<file path="src/rtl/common_pkg.sv">
// Shared machine-wide widths and data bus transaction types.
package common;

  localparam int XLEN = 64;

  typedef enum logic [2:0] {
    MSIZE1 = 3'd0,
    MSIZE2 = 3'd1,
    MSIZE4 = 3'd2,
    MSIZE8 = 3'd3
  } msize_t;

  typedef struct packed {
    logic            valid;
    logic [XLEN-1:0] addr;
    msize_t          size;
    logic [7:0]      strobe;
    logic [XLEN-1:0] data;
  } dbus_req_t;

  typedef struct packed {
    logic            addr_ok;
    logic            data_ok;
    logic [XLEN-1:0] data;
  } dbus_resp_t;

endpackage

</file>
<file path="src/rtl/mem_stage_pkg.sv">
// Pipeline register payloads and MEM-stage types for the in-order RV64 core.
package pipes;
  import common::*;

  localparam logic [1:0] F3_B = 2'd0;
  localparam logic [1:0] F3_H = 2'd1;
  localparam logic [1:0] F3_W = 2'd2;
  localparam logic [1:0] F3_D = 2'd3;

  typedef struct packed {
    logic            valid;
    logic [XLEN-1:0] pc;
    logic [XLEN-1:0] alu_result;
    logic [XLEN-1:0] rs2_data;
    logic [4:0]      rd;
    logic            reg_write;
    logic            mem_read;
    logic            mem_write;
    logic [2:0]      funct3;
  } exec_data_t;

  typedef struct packed {
    logic            valid;
    logic [XLEN-1:0] pc;
    logic [XLEN-1:0] alu_result;
    logic [XLEN-1:0] rs2_data;
    logic [4:0]      rd;
    logic            reg_write;
    logic            mem_read;
    logic            mem_write;
    logic [2:0]      funct3;
    logic [XLEN-1:0] mem_rdata;
    logic            misalign;
  } mem_data_t;

  typedef enum logic [1:0] {
    IDLE,
    BUSY,
    DONE
  } mem_state_t;

  // An access is aligned when the byte offset is a multiple of its size.
  function automatic logic is_misaligned(input logic [2:0] offset, input logic [1:0] size);
    case (size)
      F3_H:    return offset[0];
      F3_W:    return |offset[1:0];
      F3_D:    return |offset[2:0];
      default: return 1'b0;
    endcase
  endfunction

endpackage

</file>
<file path="src/rtl/mem_align.sv">
// Byte-lane steering for data bus accesses: store strobe/data placement and
// load shift with sign/zero extension. Purely combinational.
module mem_align
  import common::*;
  import pipes::*;
(
  input  logic [2:0]      offset,
  input  logic [2:0]      funct3,
  input  logic [XLEN-1:0] store_data,
  input  logic [XLEN-1:0] load_data,
  output logic [7:0]      strobe,
  output logic [XLEN-1:0] wdata,
  output logic [XLEN-1:0] rdata,
  output logic            misalign
);

  logic [5:0]      shamt;
  logic [XLEN-1:0] rep;
  logic [XLEN-1:0] raw;
  logic            zext;

  assign shamt = {offset, 3'b000};
  assign zext  = funct3[2];
  assign raw   = load_data >> shamt;

  // Store data is replicated across the dword so every strobed lane carries it.
  always_comb begin
    rep    = '0;
    strobe = '0;
    rdata  = '0;
    case (funct3[1:0])
      F3_B: begin
        rep    = {8{store_data[7:0]}};
        strobe = 8'h01 << offset;
        rdata  = zext ? {56'b0, raw[7:0]} : {{56{raw[7]}}, raw[7:0]};
      end
      F3_H: begin
        rep    = {4{store_data[15:0]}};
        strobe = 8'h03 << offset;
        rdata  = zext ? {48'b0, raw[15:0]} : {{48{raw[15]}}, raw[15:0]};
      end
      F3_W: begin
        rep    = {2{store_data[31:0]}};
        strobe = 8'h0F << offset;
        rdata  = zext ? {32'b0, raw[31:0]} : {{32{raw[31]}}, raw[31:0]};
      end
      default: begin
        rep    = store_data;
        strobe = 8'hFF << offset;
        rdata  = raw;
      end
    endcase
  end

  assign wdata    = rep << shamt;
  assign misalign = is_misaligned(offset, funct3[1:0]);

endmodule

</file>
<file path="src/rtl/mem_stage.sv">
// MEM stage: issues one data bus request per memory instruction, holds the
// result in DONE until the pipeline can advance, and builds the MEM/WB payload.
module mem_stage
  import common::*;
  import pipes::*;
(
  input  logic       clk,
  input  logic       reset,
  input  exec_data_t dataE,
  input  logic       stall_in,
  output dbus_req_t  dreq,
  input  dbus_resp_t dresp,
  output mem_data_t  dataM,
  output logic       mem_stall
);

  mem_state_t      state;
  logic [XLEN-1:0] rbuf;
  logic [XLEN-1:0] load_value;
  logic [XLEN-1:0] wdata;
  logic [7:0]      strobe;
  logic            align_fault;
  logic            is_access;
  logic            misalign;
  logic            mem_op;
  logic            req_active;
  logic            unused_bits;

  mem_align u_align (
    .offset     (dataE.alu_result[2:0]),
    .funct3     (dataE.funct3),
    .store_data (dataE.rs2_data),
    .load_data  (dresp.data),
    .strobe     (strobe),
    .wdata      (wdata),
    .rdata      (load_value),
    .misalign   (align_fault)
  );

  assign is_access  = dataE.valid & (dataE.mem_read | dataE.mem_write);
  assign misalign   = is_access & align_fault;
  assign mem_op     = is_access & ~align_fault;
  assign req_active = mem_op & (state != DONE);
  assign mem_stall  = req_active;

  // The bus slave accepts address and data together; addr_ok carries no extra meaning here.
  assign unused_bits = dresp.addr_ok;

  // Request fields depend only on the held dataE, so they stay bit-stable in BUSY.
  always_comb begin
    dreq = '0;
    if (req_active) begin
      dreq.valid = 1'b1;
      dreq.addr  = {dataE.alu_result[XLEN-1:3], 3'b000};
      dreq.size  = msize_t'({1'b0, dataE.funct3[1:0]});
      if (dataE.mem_write) begin
        dreq.strobe = strobe;
        dreq.data   = wdata;
      end
    end
  end

  always_ff @(posedge clk) begin
    if (reset) begin
      state <= IDLE;
      rbuf  <= '0;
    end else begin
      case (state)
        IDLE: begin
          if (mem_op) begin
            if (dresp.data_ok) begin
              rbuf  <= load_value;
              state <= DONE;
            end else begin
              state <= BUSY;
            end
          end
        end
        BUSY: begin
          if (dresp.data_ok) begin
            rbuf  <= load_value;
            state <= DONE;
          end
        end
        DONE: begin
          if (!stall_in) state <= IDLE;
        end
        default: state <= IDLE;
      endcase
    end
  end

  always_comb begin
    dataM            = '0;
    dataM.valid      = dataE.valid;
    dataM.pc         = dataE.pc;
    dataM.alu_result = dataE.alu_result;
    dataM.rs2_data   = dataE.rs2_data;
    dataM.rd         = dataE.rd;
    dataM.reg_write  = dataE.reg_write;
    dataM.mem_read   = dataE.mem_read;
    dataM.mem_write  = dataE.mem_write;
    dataM.funct3     = dataE.funct3;
    dataM.mem_rdata  = (state == DONE) ? rbuf : '0;
    dataM.misalign   = misalign;
  end

endmodule

</file>
<file path="config.mk">
export PLATFORM = sky130hd
export DESIGN_NAME = mem_stage
export DESIGN_NICKNAME = d
export VERILOG_FILES = /design/src/rtl/common_pkg.sv /design/src/rtl/mem_stage_pkg.sv /design/src/rtl/mem_align.sv /design/src/rtl/mem_stage.sv
export SDC_FILE = /design/constraint.sdc
export NUM_CORES = 1
export LEC_CHECK = 0
export ABC_AREA = 1
export BUFFER_PORTS_ARGS = -buffer_cell sky130_fd_sc_hd__buf_4
export CAP_MARGIN = 5
export CELL_PAD_IN_SITES_DETAIL_PLACEMENT = 0
export CELL_PAD_IN_SITES_GLOBAL_PLACEMENT = 1
export CORE_AREA = 3 3 265 267
export CTS_BUF_LIST = sky130_fd_sc_hd__clkbuf_8
export CTS_CLUSTER_DIAMETER = 30
export DETAILED_ROUTE_END_ITERATION = 16
export DIE_AREA = 0 0 268 270
export PLACE_DENSITY_LB_ADDON = 0.1
export SYNTH_ARGS = -nofsm -noshare
export SYNTH_HDL_FRONTEND = slang
export SYNTH_SLANG_ARGS = --single-unit
</file>
<file path="constraint.sdc">
create_clock -name clk -period 3.7 [get_ports clk]
set_clock_uncertainty 0.2 [all_clocks]
set_input_delay 0.185 -clock clk [delete_from_list [all_inputs] [get_ports clk]]
set_output_delay 0.185 -clock clk [all_outputs]
set_load 0.01 [all_outputs]
</file>
==> results.tsv, run 1 <==
metric	value	unit
initial_utilization	0.151	
num_io_pins	683	
dpl.hpwl	60.4	mm
synth_seq_area_share	0.128	
gp_congestion	0.934	
crit_path_max_fanout	31	
place_area	13700	sq um
clockRootBuffer	clkbuf_8	
design.core.area	68300	sq um
start_kind	primary input	
synth_top_area_frac	0.203	
slew_viol_final	0	
cts_max_level	3	
grt_pass1_vias	13074	
synth_seq_cells	66	
fin_tns_setup	0	ns
synth-compound-area-share	0.100	
place_inst	3090	
grt_pass1_wl	103	mm
drt_iter0_markers	895	
via_count	13090	
ir_worst_vdd	124	uV
required	3.31	ns
fin_ws	0.682	ns
port_buffers	537	
hold_ws	0.0348	ns
worstMarginPinSlew	0.974	ns
nets	2499	
max-slew-margin-rel	0.350	
synth_fa_ha_area_frac	0	
die_x	268	microns
antenna_found_initial	4	
critPathMaxStageDelay	0.39	ns
fin_area	14000	sq um
synth.most_common_cell	nand2_1	
wirelength	74.9	mm
crit_chain	buf_4, nor2_4, nand2_1, nand2_1, nand4_1, nor2_1, nand2_1, nor2_1, buf_4, nand2_1, nand2_1, buf_4	
routedWlPerCell	24.0	microns
finalSetupViolCount	0	
avgViaCountPerCell	4.20	
syn_area	10300	sq um
synthXorXnorAreaFrac	0	
p_per_area	234	nW/um^2
synthMuxAreaShare	0	
cts_buffer_depth	2	
regArea	1320	sq um
synth_cell_types	32	
finalNonFillerCells	3116	
max_freq	331	MHz
first_pass_iters	5	
crit_arrival	2.63	ns
row_count	96	
clk_pin_slew	0.09	ns
syn-instance-count	1970	
drive_above_1_share	0.304	
ys.flop_type	dfxtp_1	
cts_buffers	9	
grt_setup_unrepaired	false	
cts.sinks	66	
yosys_warnings	0	
overflow	0	
synthSimpleGateAreaFrac	0.491	
synth_top_family_by_area	simple AND/OR/NAND/NOR gates	
yosys-top-cells-count	nand2_1 (560), nor2_1 (294), buf_4 (219)	
clock_latency	0.39	ns
finalCritPeriodShare	0.816	
end_kind	output port	
n_fill_cell	8115	
status	complete, no violations	
cp_common_cell	nand2_1	
cts_tree	built	
syn_avg_cell_area	5.25	sq um
grt_usage	0.200	
finalHoldViolCount	0	
path_class	in -> out	
dieArea	72400	sq um
yosys.area.top_type	nand2_1	
synth_area_leaders	nand2_1 (20%), buf_4 (16%), dfxtp_1 (13%)	
synth-edff-count	0	
grt_start_max_net_pins	116	
multi_input_area	6130	sq um
async_flop_share	0	
finalCriticalPeriod	3.02	ns
area_growth	35.2	%
drtAntennaViolNets	0	
leakage	0.00752	uW
hp-class	in -> reg	
drc	0	
cts_setup_buffers	0	
post-place-ws	0.698	ns
cap_violations	0	
slowest_stage	nand4_1	
die_y	270	microns
## path summary, 6_finish.rpt
| kind | start | to | slack [ns] | cells past startpoint |
|---|---|---|---|---|
| setup / recovery | dataE[75] | dreq[58] | 0.68 | 12 |
| hold / removal | dresp[61] | rbuf[61] | 0.03 | 5 |
| setup reg to reg | state[1] | rbuf[1] | 1.69 | 6 |
| hold reg to reg | rbuf[26] | rbuf[26] | 0.33 | 4 |
## power breakdown
group	internal [uW]	switching (uW)	leakage, uW	total, uW
clock network	399	351	0.000112	750
logic	623	1100	0.00686	1720
registers	781	16.6	0.000541	798
## placed cells by master (no fill, tap or decap), drive strengths merged
| cell type | count |
|---|---|
| o211ai | 19 |
| nand3 | 214 |
| o221ai | 1 |
| nor2 | 298 |
| a21oi | 72 |
| diode | 3 |
| nand4 | 40 |
| nor4 | 1 |
| inv | 193 |
| clkinvlp | 1 |
| conb | 4 |
| dfxtp | 66 |
| buf | 574 |
| clkinv | 6 |
| or2 | 47 |
| dlygate4sd3 | 7 |
| bufinv | 2 |
| clkbuf | 10 |
| o21ai | 93 |
| nor3 | 21 |
| nand2 | 562 |
## sequential cells by signal, indices dropped and copies added (netlist names)
register  flops
rbuf         64
state         2
## logic make-up (layout without fill, tap and decap cells)
family | after synthesis | count (layout)
flops | 66 | 66
other cells | 1 | 7
compound gates | 185 | 185
simple gates | 1183 | 1183
buf+inv | 535 | 793
## layer usage
metal  wire (microns)  vias to the layer above  global-route usage
met1            31900                     6157               0.249
met5                0                        -                   0
met3             4530                       33              0.0403
li1                 -                     6453                   -
met2            37700                      447               0.361
met4              764                        0              0.0276
## final cells by class
cell class / instances / share of cell area
multi-input cells: 1372 / 0.439
clock inverters: 6 / 0.00645
inverters: 196 / 0.0528
flip-flops and latches: 66 / 0.0945
repair buffers: 581 / 0.318
diodes: 3 / 0.000537
clock buffers: 10 / 0.00985
well taps: 882 / 0.0790
## critical path, delay by kind of cell
kind / cells / cell delay, ns
and+or+nand+nor: 9 / 1.80
buffers and inverters: 3 / 0.62
## stage by stage
step,utilization,total power (uW)
after global routing,0.204,3520
after global placement,0.200,2580
final,0.204,3270
after CTS,0.204,3350
after floorplan,-,1870
after detailed placement,0.200,2560
## repair_timing
item                                    CTS  global route
hold buffers                              7             0
resized for setup                         0             0
endpoints found under the hold margin     6             0
endpoints found under the setup margin    0             0
(Power assumes the default switching activity.)
==> inputs of run 2 (changes only) <==
- CORE_AREA: 3 3 265 267 -> 3 3 267 269
- DIE_AREA: 0 0 268 270 -> 0 0 270 272
- clock period: 3.7 -> 2.7 ns (I/O delays scaled with it)
==> results.tsv, run 2 (synthesis gave the netlist of run 1 again) <==
metric	value	unit
finalNonFillerCells	3193	
dieArea	73400	sq um
finalCriticalPeriod	2.49	ns
drc	0	
cts_buffers	9	
cts_max_level	3	
nets	2529	
max_freq	402	MHz
design.core.area	68800	sq um
path_class	reg -> out	
drtAntennaViolNets	0	
finalHoldViolCount	0	
die_x	270	microns
slew_viol_final	0	
cts.sinks	66	
r2r_start	state[1]	
port_buffers	537	
overflow	0	
post-route-util	0.210	
via_count	13134	
grt_pass1_vias	13371	
p_int	2630	uW
grt_usage	0.178	
area_growth	39.6	%
avgViaCountPerCell	4.11	
start_kind	flop	
largest_reg_flops	64	
hp-start	dataE[155]	
gp_congestion	0.896	
leakage	0.00773	uW
reg2regPathDepth	5	
r2r_slack	0.43	ns
whs_path_depth	0	
end_kind	output port	
status	complete, no violations	
p_seq_frac	0.239	
grt_pass1_wl	96.8	mm
cts_setup_buffers	0	
rr_endpoint	state[1]	
drt_iter0_markers	750	
initial_utilization	0.150	
clockRootBuffer	clkbuf_8	
finalCritPeriodShare	0.922	
p_per_area	317	nW/um^2
worst_hold_path.endpoint	dataM[220]	
hp-class	in -> out	
regMostFlops	rbuf	
p_sw	1940	uW
grt_setup_unrepaired	false	
fin_tns_setup	0	ns
grt_start_max_net_pins	78	
crit_arrival	2.16	ns
first_pass_iters	5	
top_regs	rbuf (64), state (2)	
clkPwrFrac	0.235	
num_io_pins	683	
die_y	272	microns
required	2.37	ns
clock_latency	0.36	ns
comb_power_share	0.526	
worstMarginPinSlew	0.929	ns
final_common_cell	buf_4	
layout_common_cells	buf_4 (583), nand2_1 (559), nor2_1 (292)	
row_count	96	
swShare	0.425	
place_inst	3165	
cap_violations	0	
routedWlPerCell	21.6	microns
max-slew-margin-rel	0.379	
clk_pin_slew	0.08	ns
dpl.hpwl	55.8	mm
antenna_found_initial	1	
ir_worst_vdd	199	uV
wirelength	68.9	mm
cts_buffer_depth	2	
crit_path_max_fanout	63	
cts_tree	built	
drive_above_1_share	0.311	
finalSetupViolCount	0	
[run 2: changes by cell type in the layout (fill, tap and decap cells not counted), sizes merged]
cell	before	now
buf	574	600
bufinv	2	3
clkinv	6	5
clkinvlp	1	0
diode	3	1
dlygate4sd3	7	11
inv	193	194
[run 2: layout make-up]
type / count / area [sq um]
Tap cell: 931 / 1160
Fill cell: 8114 / 54400
Inverter: 196 / 738
Clock buffer: 10 / 138
Sequential cell: 66 / 1320
Timing Repair Buffer: 611 / 4820
Multi-Input combinational cell: 1372 / 6130
Clock inverter: 6 / 113
Antenna cell: 1 / 2.50
[run 2: how the worst max path moves through the flow]
stage          startpoint  endpoint  slack [ns]  cells past startpoint
3_5_place_dp    dataE[76]  rbuf[14]        0.27                     10
6_report         state[1]  dreq[87]        0.21                      8
4_1_cts          state[1]  dreq[87]        0.12                      8
5_1_grt          state[1]  dreq[87]        0.04                      8
2_1_floorplan   dataE[76]  dreq[56]        0.77                     10
3_3_place_gp    dataE[76]  rbuf[14]        0.24                     10
[run 2: worst max-delay path, stage by stage, from the launching register on]
cell	delay, ns
dfxtp_1	0.36
clkinv_1	0.09
nor2_1	0.13
buf_4	0.16
inv_2	0.07
nand3_4	0.11
buf_6	0.41
nor2_1	0.21
buf_4	0.20
[run 2: timing repair]
item	4_1_cts	5_1_grt
hold buffers	11	0
endpoints found under the setup margin	2	0
endpoints found under the hold margin	10	0
resized for setup	1	0
[run 2: power groups by stage]
stage	combinational, uW	sequential, uW	clock [uW]
CTS	2460	1090	1120
global route	2650	1100	1150
finish	2400	1090	1070
global placement	2450	1120	0
floorplan	1460	1110	0
detailed placement	2430	1120	0
[run 2: per-layer routing]
layer  track usage  up-vias  wire length, microns
met4        0.0425        0                  1550
met3        0.0320       41                  3650
met2         0.332      437                 35500
met1         0.210     6152                 28200
met5             0        -                     0
li1              -     6504                     -
[run 2: per-stage QoR]
stage / cell area, sq um / hold WS (ns) / worst slack (ns) / total power, uW
finish: 14400 / 0.0700 / 0.210 / 4570
floorplan: 10300 / 0.00407 / 0.769 / 2570
CTS: 14400 / 0.0387 / 0.117 / 4670
detailed placement: 14100 / 0.0701 / 0.269 / 3550
global placement: 14100 / 0.0701 / 0.243 / 3560
global route: 14400 / 0.0652 / 0.0374 / 4910
